===== config.mk =====
export PLATFORM = sky130hd
export DESIGN_NAME = sram_arbiter
export DESIGN_NICKNAME = d
export VERILOG_FILES = /design/src/rtl/sram_arbiter.sv
export SDC_FILE = /design/constraint.sdc
export NUM_CORES = 1
export LEC_CHECK = 0
export BUFFER_PORTS_ARGS = -buffer_cell sky130_fd_sc_hd__buf_2
export CAP_MARGIN = 20
export CORE_AREA = 8 8 120 122
export DETAILED_ROUTE_END_ITERATION = 10
export DIE_AREA = 0 0 128 130
export GPL_ROUTABILITY_DRIVEN = 0
export HOLD_SLACK_MARGIN = 0.02
export MAX_ROUTING_LAYER = met4
export PLACE_DENSITY = 0.62
export SLEW_MARGIN = 20
export SYNTH_ARGS = -nofsm -noshare
export SYNTH_HDL_FRONTEND = slang
export SYNTH_SLANG_ARGS = --single-unit

===== constraint.sdc =====
create_clock -name clk -period 4.1 [get_ports clk]
set_input_delay 0.41 -clock clk [delete_from_list [all_inputs] [get_ports clk]]
set_output_delay 0.41 -clock clk [all_outputs]
set_load 0.01 [all_outputs]

===== src/rtl/sram_arbiter.sv =====
// Two-master to one-slave sram-like bus arbiter.
// Data side has priority over inst side. A request that the bus has not yet
// accepted keeps its owner locked until acceptance or until that owner drops
// its request. An in-order tag FIFO routes each bus response back to the
// master that issued it, with zero added latency.
module sram_arbiter #(
  parameter int unsigned DEPTH = 4
) (
  input  logic                     clk,
  input  logic                     resetn,
  input  logic                     inst_req,
  input  logic                     inst_wr,
  input  logic [1:0]               inst_size,
  input  logic [31:0]              inst_addr,
  input  logic [3:0]               inst_wstrb,
  input  logic [31:0]              inst_wdata,
  output logic                     inst_addr_ok,
  output logic                     inst_data_ok,
  output logic [31:0]              inst_rdata,
  input  logic                     data_req,
  input  logic                     data_wr,
  input  logic [1:0]               data_size,
  input  logic [31:0]              data_addr,
  input  logic [3:0]               data_wstrb,
  input  logic [31:0]              data_wdata,
  output logic                     data_addr_ok,
  output logic                     data_data_ok,
  output logic [31:0]              data_rdata,
  output logic                     bus_req,
  output logic                     bus_wr,
  output logic [1:0]               bus_size,
  output logic [31:0]              bus_addr,
  output logic [3:0]               bus_wstrb,
  output logic [31:0]              bus_wdata,
  input  logic                     bus_addr_ok,
  input  logic                     bus_data_ok,
  input  logic [31:0]              bus_rdata,
  output logic [$clog2(DEPTH):0]   outstanding,
  output logic                     protocol_err
);

  localparam int unsigned AW = $clog2(DEPTH);
  localparam int unsigned CW = AW + 1;

  typedef enum logic {
    OWN_INST = 1'b0,
    OWN_DATA = 1'b1
  } owner_e;

  logic          lock_valid_q, lock_valid_d;
  owner_e        lock_owner_q, lock_owner_d;
  logic [AW-1:0] wr_ptr_q, wr_ptr_d;
  logic [AW-1:0] rd_ptr_q, rd_ptr_d;
  logic [CW-1:0] cnt_q, cnt_d;
  logic          perr_q, perr_d;
  owner_e        tags_q [DEPTH];

  logic   lock_hold;
  logic   sel_valid;
  owner_e sel_owner;
  logic   use_data;
  logic   full;
  logic   push;
  logic   pop;
  owner_e head_tag;

  // Lock only holds while the locked master keeps requesting; otherwise
  // selection falls back to fixed priority within the same cycle.
  assign lock_hold = lock_valid_q &&
                     ((lock_owner_q == OWN_DATA) ? data_req : inst_req);

  // Owner selection: held lock, then data side, then inst side.
  always_comb begin
    sel_valid = 1'b1;
    sel_owner = OWN_INST;
    if (lock_hold)     sel_owner = lock_owner_q;
    else if (data_req) sel_owner = OWN_DATA;
    else if (inst_req) sel_owner = OWN_INST;
    else               sel_valid = 1'b0;
  end

  assign full     = (cnt_q == CW'(DEPTH));
  assign use_data = sel_valid && (sel_owner == OWN_DATA);
  assign push     = bus_req && bus_addr_ok;
  assign pop      = bus_data_ok && (cnt_q != '0);
  assign head_tag = tags_q[rd_ptr_q];

  // Downstream request mux and per-side handshakes.
  always_comb begin
    bus_req      = sel_valid && !full;
    bus_wr       = use_data ? data_wr    : inst_wr;
    bus_size     = use_data ? data_size  : inst_size;
    bus_addr     = use_data ? data_addr  : inst_addr;
    bus_wstrb    = use_data ? data_wstrb : inst_wstrb;
    bus_wdata    = use_data ? data_wdata : inst_wdata;
    data_addr_ok = push && use_data;
    inst_addr_ok = push && !use_data;
    data_data_ok = pop && (head_tag == OWN_DATA);
    inst_data_ok = pop && (head_tag == OWN_INST);
    inst_rdata   = bus_rdata;
    data_rdata   = bus_rdata;
    outstanding  = cnt_q;
    protocol_err = perr_q;
  end

  // Next-state for lock, FIFO pointers, occupancy and error flag.
  always_comb begin
    lock_valid_d = lock_valid_q;
    lock_owner_d = lock_owner_q;
    if (bus_req) begin
      if (bus_addr_ok) begin
        lock_valid_d = 1'b0;
      end else begin
        lock_valid_d = 1'b1;
        lock_owner_d = sel_owner;
      end
    end else if (lock_valid_q && !lock_hold) begin
      lock_valid_d = 1'b0;
    end

    wr_ptr_d = push ? wr_ptr_q + 1'b1 : wr_ptr_q;
    rd_ptr_d = pop  ? rd_ptr_q + 1'b1 : rd_ptr_q;

    cnt_d = cnt_q;
    if (push && !pop)      cnt_d = cnt_q + 1'b1;
    else if (!push && pop) cnt_d = cnt_q - 1'b1;

    perr_d = perr_q || (bus_data_ok && (cnt_q == '0));
  end

  // State registers.
  always_ff @(posedge clk or negedge resetn) begin
    if (!resetn) begin
      lock_valid_q <= 1'b0;
      lock_owner_q <= OWN_INST;
      wr_ptr_q     <= '0;
      rd_ptr_q     <= '0;
      cnt_q        <= '0;
      perr_q       <= 1'b0;
    end else begin
      lock_valid_q <= lock_valid_d;
      lock_owner_q <= lock_owner_d;
      wr_ptr_q     <= wr_ptr_d;
      rd_ptr_q     <= rd_ptr_d;
      cnt_q        <= cnt_d;
      perr_q       <= perr_d;
    end
  end

  // Tag storage: owner of each accepted request, in acceptance order.
  always_ff @(posedge clk or negedge resetn) begin
    if (!resetn) begin
      for (int unsigned i = 0; i < DEPTH; i++) tags_q[i] <= OWN_INST;
    end else if (push) begin
      tags_q[wr_ptr_q] <= sel_owner;
    end
  end

endmodule


# Word level (Yosys, flattened, before mapping)
# Cells that the tools add are included.
[op_classes]
multipliers = 0
eq_ne = 1
mux = 22
n_addsub = 4
n_reduce_logical = 25
div = 0
magnitude_cmp = 3
n_shift = 0
n_bitwise = 4
[ops]
columns = ["cell", "n"]
rows = [
  ["32-bit 2-to-1 mux", 2],
  ["1-bit logical AND", 14],
  ["1-bit 2-to-1 mux", 13],
  ["3-bit >= comparator, second input constant", 2],
  ["3-bit 2-to-1 mux", 2],
  ["2-bit NOT with 3-bit output", 2],
  ["1-bit zero test", 5],
  ["2-bit by 1-bit adder with 2-bit output, second input constant", 2],
  ["4-bit bitwise mux", 1],
  ["4-bit 2-to-1 mux", 1],
  ["2-bit nonzero test", 2],
  ["3-bit by 1-bit adder with 3-bit output, second input constant", 1],
  ["3-bit == test, second input constant", 1],
  ["3-bit zero test", 1],
  ["3-bit by 1-bit less-than comparator with 1-bit output, second input constant", 1],
  ["3-bit nonzero test", 1],
  ["3-bit by 1-bit subtractor with 3-bit output, second input constant", 1],
  ["1-bit binary-select mux with 2-bit select", 1],
  ["1-bit demux with 2-bit select", 1],
  ["2-bit 2-to-1 mux", 1],
  ["1-bit NOT", 2],
  ["2-bit AND reduction", 1],
  ["1-bit logical OR", 1],
]
[word_totals]
ram_bits = 0
rom_bits = 0
register_bits = 14
latchBits = 0
in_bits = 180
out_inout_bits = 144
memories = 0
word_cells = 69

# Logic depth before layout (Yosys ltp)
[logic_depth]
word_depth = 9
depth_mapped = 8
mapped_depth_nobuf = 8

# Worst setup path after synthesis
# Ideal clock, no wire load.
[synth_path]
kind = "reg2reg"
startpoint = "register cnt_q[2] (netlist: outstanding[2])"
endpoint = "register cnt_q[2] (netlist: outstanding[2])"
t_required_ns = 4.021
path_stages_with_launch = 9
path_buffers = 0
synth_period_minus_slack_ns = 2.039
t_arrival_ns = 1.960
setup_slack_ns = 2.061
setup_ns = 0.079
path_cell_list = "dfrtp_1 > nor3b_4 > nor3b_4 > ha_1 > inv_1 > fa_1 > xor2_1 > nor2_1 > xor2_1"
[synth_between]
elab_chain_len = 7
word_cells_on_any_way = 15
[synth_rtl]
columns = ["item", "line", "rtl"]
rows = [
  ["start, declared", "54", "logic [CW-1:0] cnt_q, cnt_d;"],
  ["start signal, assigned", "145", "cnt_q <= cnt_d;"],
  ["3-bit == test *", "82", "assign full = (cnt_q == CW'(DEPTH));"],
  ["1-bit zero test *", "90", "bus_req = sel_valid && !full;"],
  ["1-bit logical AND *", "90", ""],
  ["1-bit logical AND *", "84", "assign push = bus_req && bus_addr_ok;"],
  ["via push", "63", "logic push;"],
  ["1-bit zero test", "126", "else if (!push && pop) cnt_d = cnt_q - 1'b1;"],
  ["1-bit logical AND", "126", ""],
  ["2-bit nonzero test (no line)", "n/a", ""],
]
# The timed path passes the listed nets; every way through them passes the cells marked *. The select of a mux whose other input is x is not followed.
# A chain may end at the register's enable or synchronous reset.

# Worst setup path in the final report
[layout_path]
startpoint = "register lock_owner_q"
endpoint = "output port bus_addr[7]"
[layout_between]
elab_chain_len = 5
word_cells_on_any_way = 6
[layout_rtl]
columns = ["item", "line", "rtl"]
rows = [
  ["start, declared", "51", "owner_e lock_owner_q, lock_owner_d;"],
  ["start signal, assigned", "142", "lock_owner_q <= lock_owner_d;"],
  ["1-bit 2-to-1 mux", "70", "((lock_owner_q == OWN_DATA) ? data_req : inst_req);"],
  ["1-bit logical AND", "69", "assign lock_hold = lock_valid_q &&"],
  ["1-bit 2-to-1 mux", "76", "if (lock_hold) sel_owner = lock_owner_q;"],
  ["1-bit logical AND *", "83", "assign use_data = sel_valid && (sel_owner == OWN_DATA);"],
  ["32-bit 2-to-1 mux *", "93", "bus_addr = use_data ? data_addr : inst_addr;"],
  ["end, declared", "32", "output logic [31:0] bus_addr,"],
]
# Every way passes the cells marked *; elsewhere a longest branch is shown, timed or not.

==> results.yml <==
logic_synthesis:
  ys_seq_area_share_pct: 16.32
  ys_top_cells_by_area: "mux2_2 (39%), buf_4 (22%), dfrtp_1 (16%)"
  synth_top_area_share_pct: 38.81
  synth_top_area_cell: "mux2_2"
  synth_nets: 393
  syn_inst: 207
  postSynthAreaPerCell_um2: 10.37
  ys_types: 25
  synth-edff-count: 0
  ys_warn_count: 0
  synthFlopType: "dfrtp_1"
  ys_async_sr_fraction_pct: 100.0
  synth_area_um2: 2147
  synth_seq_cells: 14
critical_path:
  end_kind: "primary output"
  r2r_start: "outstanding[0]$_DFFE_PN0P_"
  reg2reg_slack_ns: 1.87
  cp.required_ns: 3.69
  crit_type: "flip-flop to primary output"
  crit_fanout: 72
  start_kind: "flip-flop"
  reg2reg_to: "outstanding[2]$_DFFE_PN0P_"
  reg2reg_depth: 8
  cp.arrival_ns: 2.17
placed_design:
  io_buffers: 227
  place_ws_ns: 1.695
  hpwl_um: 8303
flow_run:
  max-cap-violations: 0
detailed_routing:
  ant_nets: 0
  drt_iter0_drc: 62
  via_per_inst: 3.806
  num_vias: 2055
  wl_per_cell_um: 17.32
  dr.pass1.iters: 4
  drc: 0
  totalWireLength_um: 9351
finish:
  multiInputGateArea_um2: 1229
  regArea_um2: 350.3
  synthToLayoutAreaGrowth_pct: 41.26
  fill_cells: 1360
  final_layout_size_suffix_gt1_share_pct: 84.74
  nets: 554
power_and_ir_drop:
  p_per_area_nw_per_um2: 378.6
  p_leak_nw: 1.569
  vdd_drop_max_mv: 0.1719
floorplanning:
  io_pins: 324
  num_rows: 41
  initial_utilization_pct: 17.29
  die_area_um2: 16640
  dieWidth_um: 128
  die_h_um: 130
  core-area_um2: 12410
global_routing:
  grt_max_degree: 73
  grt_pass1_vias: 2222
  grt.total_usage_pct: 10.18
  grt_pass1_wl_um: 12920
  antenna_found_initial: 1
  overflow: 0
sta:
  finalSetupViolCount: 0
  fin_crit_ns: 2.584
  setup_slack_ns: 1.516
  hold_viol_final: 0
  fin_skew_ns: 0.003422
  slew_viol_final: 0
  rsz0062_at_grt: "false"
  slew_headroom_pct: 36.44
  post-route-period-util_pct: 63.02
  fin_setup_tns_ns: 0
  holdWs_ns: 0.05109
  tightest_slew_ns: 0.9534
  max_freq_ghz: 0.3870
clock_network:
  cts_tree: "yes"
  clk_pin_slew_ns: 0.05
  cts_root_buf: "clkbuf_16"
  cts_resized: 0
  cts_buffers: 3
  clockBufferDepth: 2
  post_cts_buffers: 0
  cts_hold_buf: 0
  worstSkewPairLatency_ns: 0.24
  htreeDepth: 1
  cts.sinks: 14
outcome:
  status: "complete, no violations"
worst_hold_path:
  hold_path.class: "primary input to asynchronous set/reset pin"
[how the worst max path moves through the flow]
stage | startpoint | to | slack, ns
after floorplan | outstanding[2]$_DFFE_PN0P_ | outstanding[2]$_DFFE_PN0P_ | 2.06
after global placement | inst_req | bus_addr[7] | 1.69
after detailed placement | inst_req | bus_addr[7] | 1.69
after CTS | lock_owner_q$_DFFE_PN0P_ | bus_addr[7] | 1.48
after global routing | lock_owner_q$_DFFE_PN0P_ | bus_addr[7] | 1.38
final | lock_owner_q$_DFFE_PN0P_ | bus_addr[7] | 1.52
[report_power, final]
group          leakage (nW)  total (mW)  switching [mW]  internal, mW
logic                  1.36       0.675           0.307         0.369
registers             0.163       0.271          0.0639         0.207
clock network        0.0442       0.202          0.0543         0.148
total                  1.57        1.15           0.425         0.723
[cell type report]
class / instances / share of cell area, %
diodes: 1 / 0.08251
well taps: 172 / 7.096
multi-input cells: 119 / 40.51
clock buffers: 4 / 2.929
repair buffers: 227 / 37.46
inverters: 3 / 0.3713
flip-flops and latches: 14 / 11.55
[metrics by stage]
stage / total power [mW] / instance area, um2 / util (%) / std cells
final: 1.148 / 3033 / 24.43 / 540
after global routing: 1.241 / 3033 / 24.43 / 540
after CTS: 1.167 / 3030 / 24.41 / 539
after detailed placement: 0.9595 / 2942 / 23.69 / 535
after global placement: 0.9512 / 2942 / 23.69 / 535
after floorplan: 0.7762 / 2147 / - / 207
[cell usage in the layout, fill, tap and decap left out, drive strengths merged]
master   Yosys  routed
a2bb2oi      1       1
diode        0       1
clkbuf       1       4
xnor2        4       4
fa           1       1
mux2        79      79
dfrtp       14      14
xor2         2       2
nand2        5       5
inv          3       3
mux4         1       1
nor2b        1       1
nand3b       2       2
a21o         1       1
and2         3       3
ha           5       5
nor3         6       6
nand2b       1       1
nor2         5       5
buf         70     227
nor3b        2       2
[critical path: stages, from the launching register on]
cell      delay (ns)
dfrtp_1         0.39
nand3b_1        0.21
nand2_4         0.66
mux2_2          0.43
buf_2           0.15
[state kept, by name, summed over array words and instances, names as in the netlist]
| name | count |
|---|---|
| lock_owner_q | 1 |
| lock_valid_q | 1 |
| outstanding | 3 |
| protocol_err | 1 |
| rd_ptr_q | 2 |
| tags_q | 4 |
| wr_ptr_q | 2 |
[synthesized netlist by cell type, drive strengths merged (2+ instances only)]
cell and number:
nor3 6, inv 3, xnor2 4, nor3b 2, buf 70, nor2 5, mux2 79, nand3b 2
and2 3, nand2 5, ha 5, dfrtp 14, xor2 2
[metal layers]
layer / vias up / GRT usage [%] / part of all wire, %
met5: - / - / 0
met4: 0 / 1.748 / 0.59
met3: 6 / 5.753 / 15
met2: 187 / 16.71 / 48
met1: 892 / 10.64 / 37
li1: 970 / - / -
[logic make-up after synthesis]
group | Yosys count | share of synthesized area, %
AND/OR/NAND/NOR | 25 | 7.285
AO/OA/AOI/OAI | 2 | 0.7578
flip-flops | 14 | 16.32
adder cells (fa/ha/maj) | 6 | 3.846
XOR/XNOR | 6 | 2.448
multiplexers | 80 | 42.66
buffers and inverters | 74 | 26.69
(Power assumes the default switching activity.)
